$ cat config.mk
export PLATFORM = sky130hd
export DESIGN_NAME = pipeline_hazard_ctrl_flat
export DESIGN_NICKNAME = d
export VERILOG_FILES = /design/src/rtl/pipeline_hazard_ctrl_pkg.sv /design/src/rtl/pipeline_hazard_ctrl_if.sv /design/src/rtl/pipeline_hazard_ctrl_perf_cnt.sv /design/src/rtl/pipeline_hazard_ctrl.sv /design/src/flat_wrapper.sv
export SDC_FILE = /design/constraint.sdc
export NUM_CORES = 1
export LEC_CHECK = 0
export CORE_ASPECT_RATIO = 0.5
export CORE_MARGIN = 5
export CORE_UTILIZATION = 35
export CTS_CLUSTER_DIAMETER = 100
export DETAILED_ROUTE_END_ITERATION = 8
export GPL_ROUTABILITY_DRIVEN = 1
export PLACE_DENSITY = 0.83
export SLEW_MARGIN = 25
export SYNTH_ARGS = -nofsm -noshare
export SYNTH_HDL_FRONTEND = slang
export SYNTH_HIERARCHICAL = 1
export SYNTH_SLANG_ARGS = --single-unit
$ cat constraint.sdc
create_clock -name clk -period 6.71 [get_ports clk]
set_clock_uncertainty 0.2 [all_clocks]
set_input_delay 1.0065 -clock clk [delete_from_list [all_inputs] [get_ports clk]]
set_output_delay 1.0065 -clock clk [all_outputs]
set_load 0.02 [all_outputs]
$ cat src/rtl/pipeline_hazard_ctrl_pkg.sv
//============================================================================
// Module  : hazard_pkg
// Brief   : Shared state encoding, forwarding selects and helpers for the
//           pipeline hazard controller.
// Rev     : 1.0  initial release
//============================================================================
`default_nettype none

package hazard_pkg;

  typedef enum logic [1:0] {
    RUN        = 2'd0,
    LOAD_STALL = 2'd1,
    MD_BUSY    = 2'd2,
    HALTED     = 2'd3
  } state_t;

  localparam logic [1:0] FWD_RF  = 2'b00;
  localparam logic [1:0] FWD_EX  = 2'b01;
  localparam logic [1:0] FWD_MEM = 2'b10;

  // The youngest producer (EX) always wins over the older one (MEM).
  function automatic logic [1:0] fwd_sel(input logic ex_rel, input logic mem_rel);
    if (ex_rel)       return FWD_EX;
    else if (mem_rel) return FWD_MEM;
    else              return FWD_RF;
  endfunction

endpackage

`default_nettype wire

$ cat src/rtl/pipeline_hazard_ctrl_if.sv
//============================================================================
// Module  : pipeline_hazard_ctrl_if
// Brief   : Hazard event inputs and pipeline control outputs bundle.
// Rev     : 1.0  initial release
//============================================================================
`default_nettype none

interface pipeline_hazard_ctrl_if #(
  parameter int CNT_W = 32
);
  logic             R1_EX_Related;
  logic             R1_MEM_Related;
  logic             R2_EX_Related;
  logic             R2_MEM_Related;
  logic             EX_MemRead;
  logic             Branch_Taken;
  logic             MulDiv_Start;
  logic             Halt;
  logic             PC_En;
  logic             IFID_En;
  logic             IFID_Flush;
  logic             IDEX_Flush;
  logic [1:0]       R1_Fwd;
  logic [1:0]       R2_Fwd;
  logic             Halted;
  logic [CNT_W-1:0] Stall_Cnt;
  logic [CNT_W-1:0] Flush_Cnt;

  modport master (
    output R1_EX_Related, R1_MEM_Related, R2_EX_Related, R2_MEM_Related,
           EX_MemRead, Branch_Taken, MulDiv_Start, Halt,
    input  PC_En, IFID_En, IFID_Flush, IDEX_Flush, R1_Fwd, R2_Fwd, Halted,
           Stall_Cnt, Flush_Cnt
  );

  modport slave (
    input  R1_EX_Related, R1_MEM_Related, R2_EX_Related, R2_MEM_Related,
           EX_MemRead, Branch_Taken, MulDiv_Start, Halt,
    output PC_En, IFID_En, IFID_Flush, IDEX_Flush, R1_Fwd, R2_Fwd, Halted,
           Stall_Cnt, Flush_Cnt
  );
endinterface

`default_nettype wire

$ cat src/rtl/pipeline_hazard_ctrl_perf_cnt.sv
//============================================================================
// Module  : hazard_perf_cnt
// Brief   : Saturating event counter with increment enable.
// Rev     : 1.0  initial release
//============================================================================
`default_nettype none

module hazard_perf_cnt #(
  parameter int CNT_W = 32
) (
  input  wire logic             clk,
  input  wire logic             rst_n,
  input  wire logic             inc,
  output logic      [CNT_W-1:0] count
);

  logic [CNT_W-1:0] r_count;

  always_ff @(posedge clk or negedge rst_n) begin
    if (!rst_n)
      r_count <= '0;
    else if (inc && (r_count != {CNT_W{1'b1}}))
      r_count <= r_count + 1'b1;
  end

  assign count = r_count;

endmodule

`default_nettype wire

$ cat src/rtl/pipeline_hazard_ctrl.sv
//============================================================================
// Module  : pipeline_hazard_ctrl
// Brief   : Stall/flush/forward sequencer for the 5-stage pipeline.
//           Optional perf counters enabled by HAZARD_PERF_CNT_EN.
// Rev     : 1.0  initial release
//============================================================================
`default_nettype none

module pipeline_hazard_ctrl
  import hazard_pkg::*;
#(
  parameter int MD_LATENCY = 4,
  parameter int CNT_W      = 32
) (
  input wire logic              clk,
  input wire logic              rst_n,
  pipeline_hazard_ctrl_if.slave hz
);

  localparam int         c_MD_W    = 4;
  localparam logic [3:0] c_MD_LOAD = 4'(MD_LATENCY - 1);

  state_t            r_state, w_next;
  logic [c_MD_W-1:0] r_md_cnt, w_md_cnt_nxt;
  logic              w_pc_en, w_ifid_en, w_ifid_flush, w_idex_flush, w_halted;
  logic [1:0]        w_r1_fwd, w_r2_fwd;
  logic              w_lu;

  assign w_lu = hz.EX_MemRead && (hz.R1_EX_Related || hz.R2_EX_Related);

  always_ff @(posedge clk or negedge rst_n) begin
    if (!rst_n) begin
      r_state  <= RUN;
      r_md_cnt <= '0;
    end else begin
      r_state  <= w_next;
      r_md_cnt <= w_md_cnt_nxt;
    end
  end

  always_comb begin
    w_next       = r_state;
    w_md_cnt_nxt = r_md_cnt;
    w_pc_en      = 1'b1;
    w_ifid_en    = 1'b1;
    w_ifid_flush = 1'b0;
    w_idex_flush = 1'b0;
    w_halted     = 1'b0;
    w_r1_fwd     = fwd_sel(hz.R1_EX_Related, hz.R1_MEM_Related);
    w_r2_fwd     = fwd_sel(hz.R2_EX_Related, hz.R2_MEM_Related);

    case (r_state)
      RUN: begin
        if (hz.Halt) begin
          {w_pc_en, w_ifid_en, w_idex_flush} = 3'b001;
          w_next = HALTED;
        end else if (hz.Branch_Taken) begin
          // Wrong-path load-use or mul/div requests are dropped here.
          w_ifid_flush = 1'b1;
          w_idex_flush = 1'b1;
        end else if (w_lu) begin
          {w_pc_en, w_ifid_en, w_idex_flush} = 3'b001;
          w_next = LOAD_STALL;
        end else if (hz.MulDiv_Start) begin
          w_next       = MD_BUSY;
          w_md_cnt_nxt = c_MD_LOAD;
        end
      end
      LOAD_STALL: begin
        // EX holds the bubble, so any load-use seen now is stale.
        if (hz.Halt) begin
          {w_pc_en, w_ifid_en, w_idex_flush} = 3'b001;
          w_next = HALTED;
        end else begin
          w_next = RUN;
        end
      end
      MD_BUSY: begin
        {w_pc_en, w_ifid_en, w_idex_flush} = 3'b001;
        if (hz.Halt)
          w_next = HALTED;
        else if (r_md_cnt == '0)
          w_next = RUN;
        else
          w_md_cnt_nxt = r_md_cnt - 1'b1;
      end
      HALTED: begin
        {w_pc_en, w_ifid_en, w_idex_flush} = 3'b001;
        w_halted = 1'b1;
        w_r1_fwd = FWD_RF;
        w_r2_fwd = FWD_RF;
      end
      default: w_next = RUN;
    endcase
  end

  assign hz.PC_En      = w_pc_en;
  assign hz.IFID_En    = w_ifid_en;
  assign hz.IFID_Flush = w_ifid_flush;
  assign hz.IDEX_Flush = w_idex_flush;
  assign hz.R1_Fwd     = w_r1_fwd;
  assign hz.R2_Fwd     = w_r2_fwd;
  assign hz.Halted     = w_halted;

`ifdef HAZARD_PERF_CNT_EN
  logic w_stall_inc;

  // Frozen-by-halt cycles are not stalls the pipeline will recover from.
  assign w_stall_inc = !w_pc_en && (r_state != HALTED);

  hazard_perf_cnt #(.CNT_W(CNT_W)) u_stall_cnt (
    .clk   (clk),
    .rst_n (rst_n),
    .inc   (w_stall_inc),
    .count (hz.Stall_Cnt)
  );

  hazard_perf_cnt #(.CNT_W(CNT_W)) u_flush_cnt (
    .clk   (clk),
    .rst_n (rst_n),
    .inc   (w_ifid_flush),
    .count (hz.Flush_Cnt)
  );
`else
  assign hz.Stall_Cnt = {CNT_W{1'b0}};
  assign hz.Flush_Cnt = {CNT_W{1'b0}};
`endif

endmodule

`default_nettype wire

$ cat src/flat_wrapper.sv
// flat-port wrapper written by rule: the top's interface ports become plain ports
module pipeline_hazard_ctrl_flat import hazard_pkg::*;
#(
  parameter int MD_LATENCY = 4,
  parameter int CNT_W      = 32
)
  (clk, rst_n, hz_R1_EX_Related, hz_R1_MEM_Related, hz_R2_EX_Related, hz_R2_MEM_Related, hz_EX_MemRead, hz_Branch_Taken, hz_MulDiv_Start, hz_Halt, hz_PC_En, hz_IFID_En, hz_IFID_Flush, hz_IDEX_Flush, hz_R1_Fwd, hz_R2_Fwd, hz_Halted, hz_Stall_Cnt, hz_Flush_Cnt);
  pipeline_hazard_ctrl_if #(.CNT_W(CNT_W)) hz_i ();
  input wire logic clk;
  input wire logic rst_n;
  input wire logic [$bits(hz_i.R1_EX_Related)-1:0] hz_R1_EX_Related;
  input wire logic [$bits(hz_i.R1_MEM_Related)-1:0] hz_R1_MEM_Related;
  input wire logic [$bits(hz_i.R2_EX_Related)-1:0] hz_R2_EX_Related;
  input wire logic [$bits(hz_i.R2_MEM_Related)-1:0] hz_R2_MEM_Related;
  input wire logic [$bits(hz_i.EX_MemRead)-1:0] hz_EX_MemRead;
  input wire logic [$bits(hz_i.Branch_Taken)-1:0] hz_Branch_Taken;
  input wire logic [$bits(hz_i.MulDiv_Start)-1:0] hz_MulDiv_Start;
  input wire logic [$bits(hz_i.Halt)-1:0] hz_Halt;
  output wire logic [$bits(hz_i.PC_En)-1:0] hz_PC_En;
  output wire logic [$bits(hz_i.IFID_En)-1:0] hz_IFID_En;
  output wire logic [$bits(hz_i.IFID_Flush)-1:0] hz_IFID_Flush;
  output wire logic [$bits(hz_i.IDEX_Flush)-1:0] hz_IDEX_Flush;
  output wire logic [$bits(hz_i.R1_Fwd)-1:0] hz_R1_Fwd;
  output wire logic [$bits(hz_i.R2_Fwd)-1:0] hz_R2_Fwd;
  output wire logic [$bits(hz_i.Halted)-1:0] hz_Halted;
  output wire logic [$bits(hz_i.Stall_Cnt)-1:0] hz_Stall_Cnt;
  output wire logic [$bits(hz_i.Flush_Cnt)-1:0] hz_Flush_Cnt;
  assign hz_i.R1_EX_Related = hz_R1_EX_Related;
  assign hz_i.R1_MEM_Related = hz_R1_MEM_Related;
  assign hz_i.R2_EX_Related = hz_R2_EX_Related;
  assign hz_i.R2_MEM_Related = hz_R2_MEM_Related;
  assign hz_i.EX_MemRead = hz_EX_MemRead;
  assign hz_i.Branch_Taken = hz_Branch_Taken;
  assign hz_i.MulDiv_Start = hz_MulDiv_Start;
  assign hz_i.Halt = hz_Halt;
  assign hz_PC_En = hz_i.PC_En;
  assign hz_IFID_En = hz_i.IFID_En;
  assign hz_IFID_Flush = hz_i.IFID_Flush;
  assign hz_IDEX_Flush = hz_i.IDEX_Flush;
  assign hz_R1_Fwd = hz_i.R1_Fwd;
  assign hz_R2_Fwd = hz_i.R2_Fwd;
  assign hz_Halted = hz_i.Halted;
  assign hz_Stall_Cnt = hz_i.Stall_Cnt;
  assign hz_Flush_Cnt = hz_i.Flush_Cnt;
  pipeline_hazard_ctrl #(.MD_LATENCY(MD_LATENCY), .CNT_W(CNT_W)) u_core (.clk(clk), .rst_n(rst_n), .hz(hz_i));
endmodule
==> results.sh <==
export IMPL_status="finished clean"
export IMPL_slowest_delay_ns=0.66
export IMPL_leakage_nw=0.562
export IMPL_startpoint_type="input pin"
export IMPL_die_area_um2=4380
export IMPL_dr_total_vias=706
export IMPL_drc=0
export IMPL_timing_rr_end="u_core/r_md_cnt[1]"
export IMPL_final_util=0.364
export IMPL_final_max_slew_violation_count=0
export IMPL_cp_endpoint="hz_IFID_En"
export IMPL_synth_xor_area_share=0
export IMPL_grt_pass1_vias=680
export IMPL_crit_path_top_delay_cell="clkdlybuf4s50_1"
export IMPL_worstSetupEndpointType="output port"
export IMPL_drive_gt1_frac=0.0473
export IMPL_wl_per_cell_um=10.2
export IMPL_hp_class="flop to flop"
export IMPL_final_antenna_net_count=0
export IMPL_grt_first_pass_wirelength_um=2970
export IMPL_crit_chain="clkdlybuf4s50_1, o21ai_0, nor2_1, a211oi_1, clkdlybuf4s50_1"
export IMPL_p_per_area_nw_per_um2=335
export IMPL_fin_crit_sh=0.598
export IMPL_setup_tns_ns=0
export IMPL_finalHoldViolations=0
export IMPL_synth_seq_cells=6
export IMPL_fin_area_um2=1090
export IMPL_clk_pin_slew_ns=0.04
export IMPL_design_portCount=83
export IMPL_muxShareOfSynthArea=0.0461
export IMPL_post_cts_setup_buffers=0
export IMPL_fillers=303
export IMPL_start_util=0.363
export IMPL_finalSetupViolCount=0
export IMPL_post_route_min_period_ns=4.01
export IMPL_synth_area_um2=1090
export IMPL_crit_top_cell="clkdlybuf4s50_1"
export IMPL_place_ws_ns=2.71
export IMPL_hpwl_um=1610
export IMPL_synth_cells=131
export IMPL_r2r_setup_slack_ns=4.24
export IMPL_h_tree_depth=1
export IMPL_worst_slack_ns=2.70
export IMPL_clock_latency_ns=0.22
export IMPL_cts_resized=0
export IMPL_arrival_ns=2.80
export IMPL_die_y_um=49.4
export IMPL_r2r_start="u_core/r_state[0]"
export IMPL_drtPass1Iterations=4
export IMPL_worst_ir_drop_vdd_mv=0.156
export IMPL_initialDrtViolationCount=27
export IMPL_seq_area_frac_synth=0.138
export IMPL_hold_ws_ns=0.358
export IMPL_io_buffer_count=18
export IMPL_grt_util_all_layers=0.0819
export IMPL_grt_max_degree=12
export IMPL_synthAdderAreaFrac=0.0922
export IMPL_rsz0062_at_grt="false"
export IMPL_maxCapViolCount=0
export IMPL_area_growth_pct=0.346
export IMPL_grt_ovfl_total=0
export IMPL_synth_distinct_cells=29
export IMPL_core_um2=3000
export IMPL_diodes=0
export IMPL_gp_congestion=0.755
export IMPL_num_rows=14
export IMPL_layout_common_cells="64 x conb_1, 18 x clkdlybuf4s50_1, 8 x nor2_1, 8 x ha_1, 6 x dfrtp_1"
export IMPL_cts_sinks=6
export IMPL_synth_top_family_by_area="buffers and inverters"
export IMPL_rr_worst_depth=6
export IMPL_synth_simple_gate_area_frac=0.172
export IMPL_dpl_cell_area_um2=1050
export IMPL_synth_warnings=6
export IMPL_drt_total_wl_um=1920
export IMPL_cts_buffers=3
export IMPL_vias_per_cell=3.76
export IMPL_path_class="input pin to output port"
export IMPL_hold_buffers=0
export IMPL_final_common_cell="conb_1"
export IMPL_die_x_um=88.8
export IMPL_fmax_mhz=249
export IMPL_cp_data_required_time_ns=5.50
export IMPL_synth_compound_area_share=0.0703
export IMPL_antenna_found_initial=0
export IMPL_cts_tree="yes"
export IMPL_synth_area_per_cell_um2=8.29
export IMPL_clockRootBuffer="clkbuf_8"
export IMPL_critPathMaxFanout=4
export IMPL_nets=168
export IMPL_crit_start="hz_R1_EX_Related"
export IMPL_clock_tree_buffer_depth=2
## cell families (layout without fill, tap and decap cells)
group | count (synthesis) | after routing
AND/OR/NAND/NOR | 30 | 30
other | 1 | 64
AO/OA/AOI/OAI | 11 | 11
buffers and inverters | 71 | 25
adder cells (fa/ha/maj) | 8 | 8
multiplexers | 4 | 4
flip-flops | 6 | 6
## worst min path at each step
stage,startpoint,endpoint,slack (ns),cells past startpoint
after floorplan,u_core/r_md_cnt[1],u_core/r_md_cnt[1],0.31,1
after global placement,u_core/r_md_cnt[1],u_core/r_md_cnt[1],0.33,1
after detailed placement,u_core/r_md_cnt[1],u_core/r_md_cnt[1],0.34,1
after CTS,u_core/r_md_cnt[1],u_core/r_md_cnt[1],0.35,1
after global routing,u_core/r_md_cnt[0],u_core/r_md_cnt[0],0.39,1
final,u_core/r_md_cnt[1],u_core/r_md_cnt[1],0.36,1
## worst max-delay path, delay by kind of cell
| family | cells | cell delay [ns] |
|---|---|---|
| buf+inv | 2 | 1.12 |
| compound gates | 2 | 0.59 |
| simple gates | 1 | 0.09 |
## synthesized netlist by cell type
master / instances / area share
buf_6: 1 / 0.010
or3_4: 1 / 0.010
or4_1: 1 / 0.0069
ha_1: 8 / 0.092
buf_4: 65 / 0.45
o41ai_1: 1 / 0.0081
mux2_4: 2 / 0.028
dfrtp_1: 6 / 0.14
nand2b_4: 1 / 0.013
nand2_1: 3 / 0.010
o21a_1: 2 / 0.014
mux2i_1: 2 / 0.018
a211oi_1: 1 / 0.0069
inv_1: 4 / 0.014
a221o_1: 1 / 0.0092
o211ai_1: 1 / 0.0069
buf_2: 1 / 0.0046
nand2b_1: 1 / 0.0058
nand3b_1: 3 / 0.021
nor3_1: 2 / 0.0092
nor4b_1: 1 / 0.0081
o21ai_0: 3 / 0.014
conb_1: 1 / 0.0035
o31ai_1: 1 / 0.0069
nor2b_1: 4 / 0.023
nor3b_1: 4 / 0.028
nor4bb_1: 1 / 0.0092
nor2_1: 8 / 0.028
o21ai_1: 1 / 0.0046
## routing by layer
metal  part of all wire  routed length, µm  track usage
met5                  0                  0            0
met4                  0                  0       0.0276
met3               0.16                302       0.0219
met2               0.50                958        0.145
met1               0.34                658       0.0940
## registers in the layout (all words and copies together) (netlist names)
register         flops
u_core/r_md_cnt      4
u_core/r_state       2
## cell type report
class | count | area, µm² | share of cell area
Multi-Input combinational cell | 117 | 653 | 0.599
Clock buffer | 3 | 41.3 | 0.0379
Tap cell | 40 | 50.0 | 0.0459
Sequential cell | 6 | 150 | 0.138
Inverter | 4 | 15.0 | 0.0138
Timing Repair Buffer | 18 | 180 | 0.165
## through the flow
step | std cells | power, mW
floorplan | 194 | 0.277
global placement | 185 | 0.304
detailed placement | 185 | 0.312
CTS | 188 | 0.367
global route | 188 | 0.397
finish | 188 | 0.365
## report_power, final
part	switching, mW	leakage, nW	internal [mW]
clock	0.0154	0.0216	0.0385
combinational	0.140	0.474	0.102
sequential	0.0169	0.0664	0.0518
No activity file was read; power rests on OpenSTA's default activity.
